**config.mk**
```make
export PLATFORM = sky130hd
export DESIGN_NAME = uart_rx_ctrl
export DESIGN_NICKNAME = d
export VERILOG_FILES = /design/src/rtl/uart_rx_ctrl.sv
export SDC_FILE = /design/constraint.sdc
export NUM_CORES = 1
export LEC_CHECK = 0
export CAP_MARGIN = 30
export CORE_UTILIZATION = 25
export CTS_CLUSTER_DIAMETER = 200
export DETAILED_ROUTE_END_ITERATION = 8
export HOLD_SLACK_MARGIN = 0.12
export PLACE_DENSITY = 0.54
export SLEW_MARGIN = 15
export SYNTH_ARGS = -nofsm -noshare
export SYNTH_HDL_FRONTEND = slang
export SYNTH_SLANG_ARGS = --single-unit
```
**constraint.sdc**
```tcl
create_clock -name sys_clk -period 1.6 [get_ports sys_clk]
set_input_delay 0.16 -clock sys_clk [delete_from_list [all_inputs] [get_ports sys_clk]]
set_output_delay 0.16 -clock sys_clk [all_outputs]
set_load 0.1 [all_outputs]
```
**src/rtl/uart_rx_ctrl.sv**
```systemverilog
// uart_rx_ctrl - UART receive controller with 8N1 / 9-bit frame support.
//
// Ports
//   sys_clk         single clock, rising edge
//   sys_rst         synchronous active-high reset
//   uart_en         receiver enable (0 forces idle, keeps buffer and flags)
//   uart_baud       bit period minus one, in sys_clk cycles (minimum 3)
//   uart_prty_en    1 = 9-bit frames (8 data + bit9), 0 = 8N1
//   uart_rxie       receive interrupt enable
//   uart_rx         asynchronous serial input, idle high
//   uart_rxpnd_clr  pulse: clears pending, overrun and framing flags
//   uart_rxbuf_rd   pulse: buffer read, clears pending only
//   uart_rxbuf      received word {7'd0, bit9, data[7:0]}
//   uart_rxpnd      new word available
//   uart_rx_ovf     sticky overrun flag
//   uart_rx_ferr    sticky framing-error flag
//   uart_rx_int     uart_rxpnd & uart_rxie
//
// state | meaning
// IDLE  | waiting for a 1->0 edge on the synchronized line
// START | timing to mid start bit; a high sample there is a false start
// DATA  | sampling 8 data bits, LSB first
// BIT9  | sampling the 9th bit (9-bit mode only)
// STOP  | sampling the stop bit, then delivering the word

module uart_rx_ctrl (
  input  logic        sys_clk,
  input  logic        sys_rst,
  input  logic        uart_en,
  input  logic [15:0] uart_baud,
  input  logic        uart_prty_en,
  input  logic        uart_rxie,
  input  logic        uart_rx,
  input  logic        uart_rxpnd_clr,
  input  logic        uart_rxbuf_rd,
  output logic [15:0] uart_rxbuf,
  output logic        uart_rxpnd,
  output logic        uart_rx_ovf,
  output logic        uart_rx_ferr,
  output logic        uart_rx_int
);

  typedef enum logic [2:0] {
    IDLE  = 3'd0,
    START = 3'd1,
    DATA  = 3'd2,
    BIT9  = 3'd3,
    STOP  = 3'd4
  } state_t;

  state_t      state, state_nxt;
  logic        rx_m, rx_s, rx_d;
  logic [15:0] baud_eff;
  logic [15:0] cnt, cnt_nxt;
  logic [2:0]  bit_idx, bit_idx_nxt;
  logic [7:0]  shreg, shreg_nxt;
  logic        bit9, bit9_nxt;
  logic        start_edge;
  logic        sample;
  logic        deliver;
  logic        pnd_cleared;

  assign baud_eff   = (uart_baud < 16'd3) ? 16'd3 : uart_baud;
  assign start_edge = rx_d & ~rx_s;
  assign sample     = (cnt == 16'd0);

  // Synchronizer and edge-detect flop idle high so reset never looks like a start.
  always_ff @(posedge sys_clk) begin
    if (sys_rst) begin
      rx_m <= 1'b1;
      rx_s <= 1'b1;
      rx_d <= 1'b1;
    end else begin
      rx_m <= uart_rx;
      rx_s <= rx_m;
      rx_d <= rx_s;
    end
  end

  always_ff @(posedge sys_clk) begin
    if (sys_rst) begin
      state   <= IDLE;
      cnt     <= 16'd0;
      bit_idx <= 3'd0;
      shreg   <= 8'd0;
      bit9    <= 1'b0;
    end else begin
      state   <= state_nxt;
      cnt     <= cnt_nxt;
      bit_idx <= bit_idx_nxt;
      shreg   <= shreg_nxt;
      bit9    <= bit9_nxt;
    end
  end

  always_comb begin
    state_nxt   = state;
    cnt_nxt     = sample ? baud_eff : cnt - 16'd1;
    bit_idx_nxt = bit_idx;
    shreg_nxt   = shreg;
    bit9_nxt    = bit9;
    deliver     = 1'b0;
    if (!uart_en) begin
      state_nxt   = IDLE;
      cnt_nxt     = 16'd0;
      bit_idx_nxt = 3'd0;
    end else begin
      case (state)
        IDLE: begin
          cnt_nxt = 16'd0;
          if (start_edge) begin
            state_nxt = START;
            cnt_nxt   = baud_eff >> 1;
          end
        end
        START: begin
          if (sample) begin
            if (rx_s) begin
              state_nxt = IDLE;
              cnt_nxt   = 16'd0;
            end else begin
              state_nxt   = DATA;
              bit_idx_nxt = 3'd0;
              bit9_nxt    = 1'b0;  // stays 0 for 8N1 frames
            end
          end
        end
        DATA: begin
          if (sample) begin
            shreg_nxt   = {rx_s, shreg[7:1]};
            bit_idx_nxt = bit_idx + 3'd1;
            if (bit_idx == 3'd7)
              state_nxt = uart_prty_en ? BIT9 : STOP;
          end
        end
        BIT9: begin
          if (sample) begin
            bit9_nxt  = rx_s;
            state_nxt = STOP;
          end
        end
        STOP: begin
          if (sample) begin
            deliver   = 1'b1;
            state_nxt = IDLE;
            cnt_nxt   = 16'd0;
          end
        end
        default: begin
          state_nxt = IDLE;
          cnt_nxt   = 16'd0;
        end
      endcase
    end
  end

  // Clears are applied before the delivery sets, so a read in the delivery
  // cycle makes room for the new word instead of flagging an overrun.
  assign pnd_cleared = uart_rxpnd & ~(uart_rxpnd_clr | uart_rxbuf_rd);

  always_ff @(posedge sys_clk) begin
    if (sys_rst) begin
      uart_rxbuf   <= 16'd0;
      uart_rxpnd   <= 1'b0;
      uart_rx_ovf  <= 1'b0;
      uart_rx_ferr <= 1'b0;
    end else begin
      uart_rxpnd   <= pnd_cleared | deliver;
      uart_rx_ovf  <= (uart_rx_ovf & ~uart_rxpnd_clr) | (deliver & pnd_cleared);
      uart_rx_ferr <= (uart_rx_ferr & ~uart_rxpnd_clr) | (deliver & ~rx_s);
      if (deliver && !pnd_cleared)
        uart_rxbuf <= {7'd0, bit9, shreg};
    end
  end

  assign uart_rx_int = uart_rxpnd & uart_rxie;

endmodule
```
==> results.sh <==
export IMPL_status="finished, violations left"
export IMPL_violations="design-rule violations, negative setup slack"
export IMPL_irDropWorstVdd_uv=296
export IMPL_whs_ns=0.418
export IMPL_share_comb_of_total_power=0.238
export IMPL_fmax_ghz=0.560
export IMPL_path_class="reg -> reg"
export IMPL_totalWireLength_um=5850
export IMPL_period_share=1.12
export IMPL_path_buf_inv=0
export IMPL_die_y_um=98.1
export IMPL_dr_total_vias=2149
export IMPL_hold_viol=0
export IMPL_cp_top_family="simple AND/OR/NAND/NOR gates"
export IMPL_htree_levels=2
export IMPL_clock_sink_count=46
export IMPL_utilization=0.406
export IMPL_gp_congestion=0.826
export IMPL_clockRootBuffer="clkbuf_8"
export IMPL_dieArea_sq_um=9630
export IMPL_powerDensity_nw_per_um2=695
export IMPL_worst_slew_pin_slew_ns=0.527
export IMPL_cellLeakagePower_nw=1.51
export IMPL_p_sw_frac=0.297
export IMPL_power_frac_seq=0.469
export IMPL_wire_per_inst_um=12.6
export IMPL_switchingPower_mw=0.744
export IMPL_ys_seq_area_frac=0.399
export IMPL_grt_max_degree=25
export IMPL_clock_skew_ns=0.00458
export IMPL_critPathLaunchType="flip-flop"
export IMPL_intPower_mw=1.76
export IMPL_chipWidth_um=98.1
export IMPL_ys_warn_count=0
export IMPL_slowest_stage="or4_4"
export IMPL_grt_pass1_vias=2174
export IMPL_r2r_slack_ns=-0.18
export IMPL_drt_vias_per_instance=4.62
export IMPL_crit_chain="or4_4, nor4b_4, nand3_1, xor2_1, o22ai_1"
export IMPL_synthArstFlopShare=0
export IMPL_worstPathArrival_ns=1.96
export IMPL_hold_class="in -> reg"
export IMPL_grt_remaining_overflow=0
export IMPL_cts_inserted_buffers=5
export IMPL_rsz0062_at_grt="yes"
export IMPL_ant_nets=0
export IMPL_yosysTopAreaCell="dfxtp_1"
export IMPL_netlist_area_sq_um=2310
export IMPL_ios=44
export IMPL_start_util=0.261
export IMPL_slowest_delay_ns=0.57
export IMPL_final_max_slew_viol_count=0
export IMPL_track_usage=0.129
export IMPL_yosysUniqueCellTypes=48
export IMPL_fin_ws_ns=-0.185
export IMPL_cts_tree="yes"
export IMPL_yosys_most_used_dff="dfxtp_1"
export IMPL_syn_instance_count=268
export IMPL_grt_pass1_wl_um=10100
export IMPL_synth_edf_count=0
export IMPL_coreArea_sq_um=8850
export IMPL_cts_hold_buf=0
export IMPL_p_clk_frac=0.293
export IMPL_first_pass_iters=6
export IMPL_clock_path_buffers=2
export IMPL_area_delta_synth_final_pct=55.7
export IMPL_syn_avg_cell_area_sq_um=8.62
export IMPL_cp_required_ns=1.77
export IMPL_final_min_clock_period_ns=1.78
export IMPL_antenna_found_initial=0
export IMPL_finalSetupViolations=28
export IMPL_drt_iter0_markers=111
export IMPL_drv_cap=0
export IMPL_clkTransAtPathRegs_ns=0.09
export IMPL_std_cell_rows=34
export IMPL_drcViolationCount=3
export IMPL_antenna_cells=0
export IMPL_port_buffers=36
export IMPL_place_hpwl_um=4280
export IMPL_slew_headroom=0.649
export IMPL_synth_top_area_share=0.399
export IMPL_drive_gt1_frac=0.367
export IMPL_crit_path_end_kind="flip-flop"
export IMPL_synth_area_top_cells="dfxtp_1 (40%), a22oi_1 (5.2%), nand2_1 (5.2%), xor2_1 (4.6%), nor2_1 (4.4%)"
export IMPL_nNetsFinal=384
export IMPL_ys_ff_latch=46
export IMPL_clk_latency_ns=0.30
export IMPL_worstPathMaxFanout=4
[Yosys cell counts (2+ instances only)]
cell type and count:
nand2_1 32, ha_1 4, o22ai_1 6, nand3_1 5
nor4b_1 3, nor3_1 6, a211oi_1 2, a31oi_1 4
nor4_1 5, a41oi_1 2, or2_2 5, clkbuf_1 6
xnor2_1 3, nand2b_1 4, dfxtp_1 46, xor2_1 12
buf_4 11, and2_1 3, mux2i_1 10, nor4b_4 2
a22oi_1 16, nor2_1 27, a21oi_1 20, inv_1 7
nand4_1 4
[flip-flops by register name, summed over array words and instances, names as in the netlist]
register,flops
shreg,8
state,3
uart_rxpnd,1
bit_idx,3
rx_s,1
cnt,16
uart_rx_ferr,1
rx_d,1
uart_rx_ovf,1
uart_rxbuf,9
bit9,1
rx_m,1
[metrics by stage]
step | TNS (ns) | power, mW | setup WS, ns | cells | instance area [sq um]
final | -2.23 | 2.50 | -0.185 | 465 | 3600
after global routing | -6.70 | 2.63 | -0.293 | 465 | 3600
after CTS | -2.52 | 2.52 | -0.192 | 464 | 3580
after detailed placement | -8.42 | 1.70 | -0.264 | 451 | 3260
after global placement | -7.51 | 1.69 | -0.230 | 451 | 3260
after floorplan | -0.958 | 1.51 | -0.0815 | 274 | 2350
[power groups by stage]
stage	Clock (mW)	Combinational, mW	Sequential (mW)
final	0.734	0.595	1.17
after global routing	0.812	0.644	1.17
after CTS	0.766	0.585	1.17
after detailed placement	0	0.501	1.20
after global placement	0	0.497	1.20
after floorplan	0	0.314	1.20
[what timing repair did]
item                                    in CTS  in global routing
cloned                                       2                  0
endpoints found under the hold margin        0                  0
gates resized for setup                     50                  2
endpoints found under the setup margin      43                 42
pin swaps                                   41                  7
setup buffers                                3                  1
[metal layers]
metal  global-route usage  wire, um  up-vias
li1                     -         -     1112
met1                0.167      2750      996
met2                0.216      2830       32
met3               0.0172       146        9
met4               0.0524       111        0
met5                    0         0        -
[worst reg2reg max path: cells and delay by family, from the launching register on]
| family | cells | cell delay, ns |
|---|---|---|
| AND/OR/NAND/NOR | 3 | 1.07 |
| flip-flops | 1 | 0.33 |
| AO/OA/AOI/OAI | 1 | 0.09 |
| XOR/XNOR | 1 | 0.16 |
[cell type report]
class,instances,area (sq um)
Timing Repair Buffer,94,968
Clock buffer,5,68.8
Multi-Input combinational cell,202,1450
Sequential cell,46,926
Clock inverter,3,25.0
Inverter,7,26.3
Tap cell,108,135
Fill cell,860,5250
[worst paths after layout]
kind,startpoint,endpoint,cells past startpoint
max,cnt[2]$_SDFF_PP0_,cnt[14]$_SDFF_PP0_,5
min,uart_rx,rx_m$_SDFF_PP1_,2
max reg2reg,cnt[2]$_SDFF_PP0_,cnt[14]$_SDFF_PP0_,5
min reg2reg,rx_m$_SDFF_PP1_,rx_s$_SDFF_PP1_,1
[kinds of logic (layout without fill, tap and decap cells)]
family / Yosys count / count (layout) / synth area share
compound gates: 57 / 57 / 0.161
xor+xnor: 15 / 15 / 0.0569
fa+ha+maj: 4 / 4 / 0.0217
buf+inv: 27 / 109 / 0.0655
flops: 46 / 46 / 0.399
mux: 10 / 10 / 0.0433
other cells: 1 / 7 / 0.00162
simple gates: 108 / 109 / 0.251
[cells in the final DEF, fill, tap and decap left out, drive strengths merged, types with 2 or more instances in the layout]
cell type	netlist	layout
nand4	4	4
and2	3	4
nor3	7	7
a21oi	20	20
inv	7	8
nor2	28	28
nor4	6	6
xor2	12	12
ha	4	4
mux2i	10	10
dfxtp	46	46
nor4b	5	5
a22oi	16	16
buf	14	71
nand2b	4	4
nand2	33	33
a31oi	4	4
o22ai	6	6
o21ai	2	2
a211oi	2	2
a41oi	2	2
clkbuf	6	5
clkdlybuf4s50	0	23
xnor2	3	3
conb	1	7
or2	5	5
nand3	6	6
(Power assumes the default switching activity.)
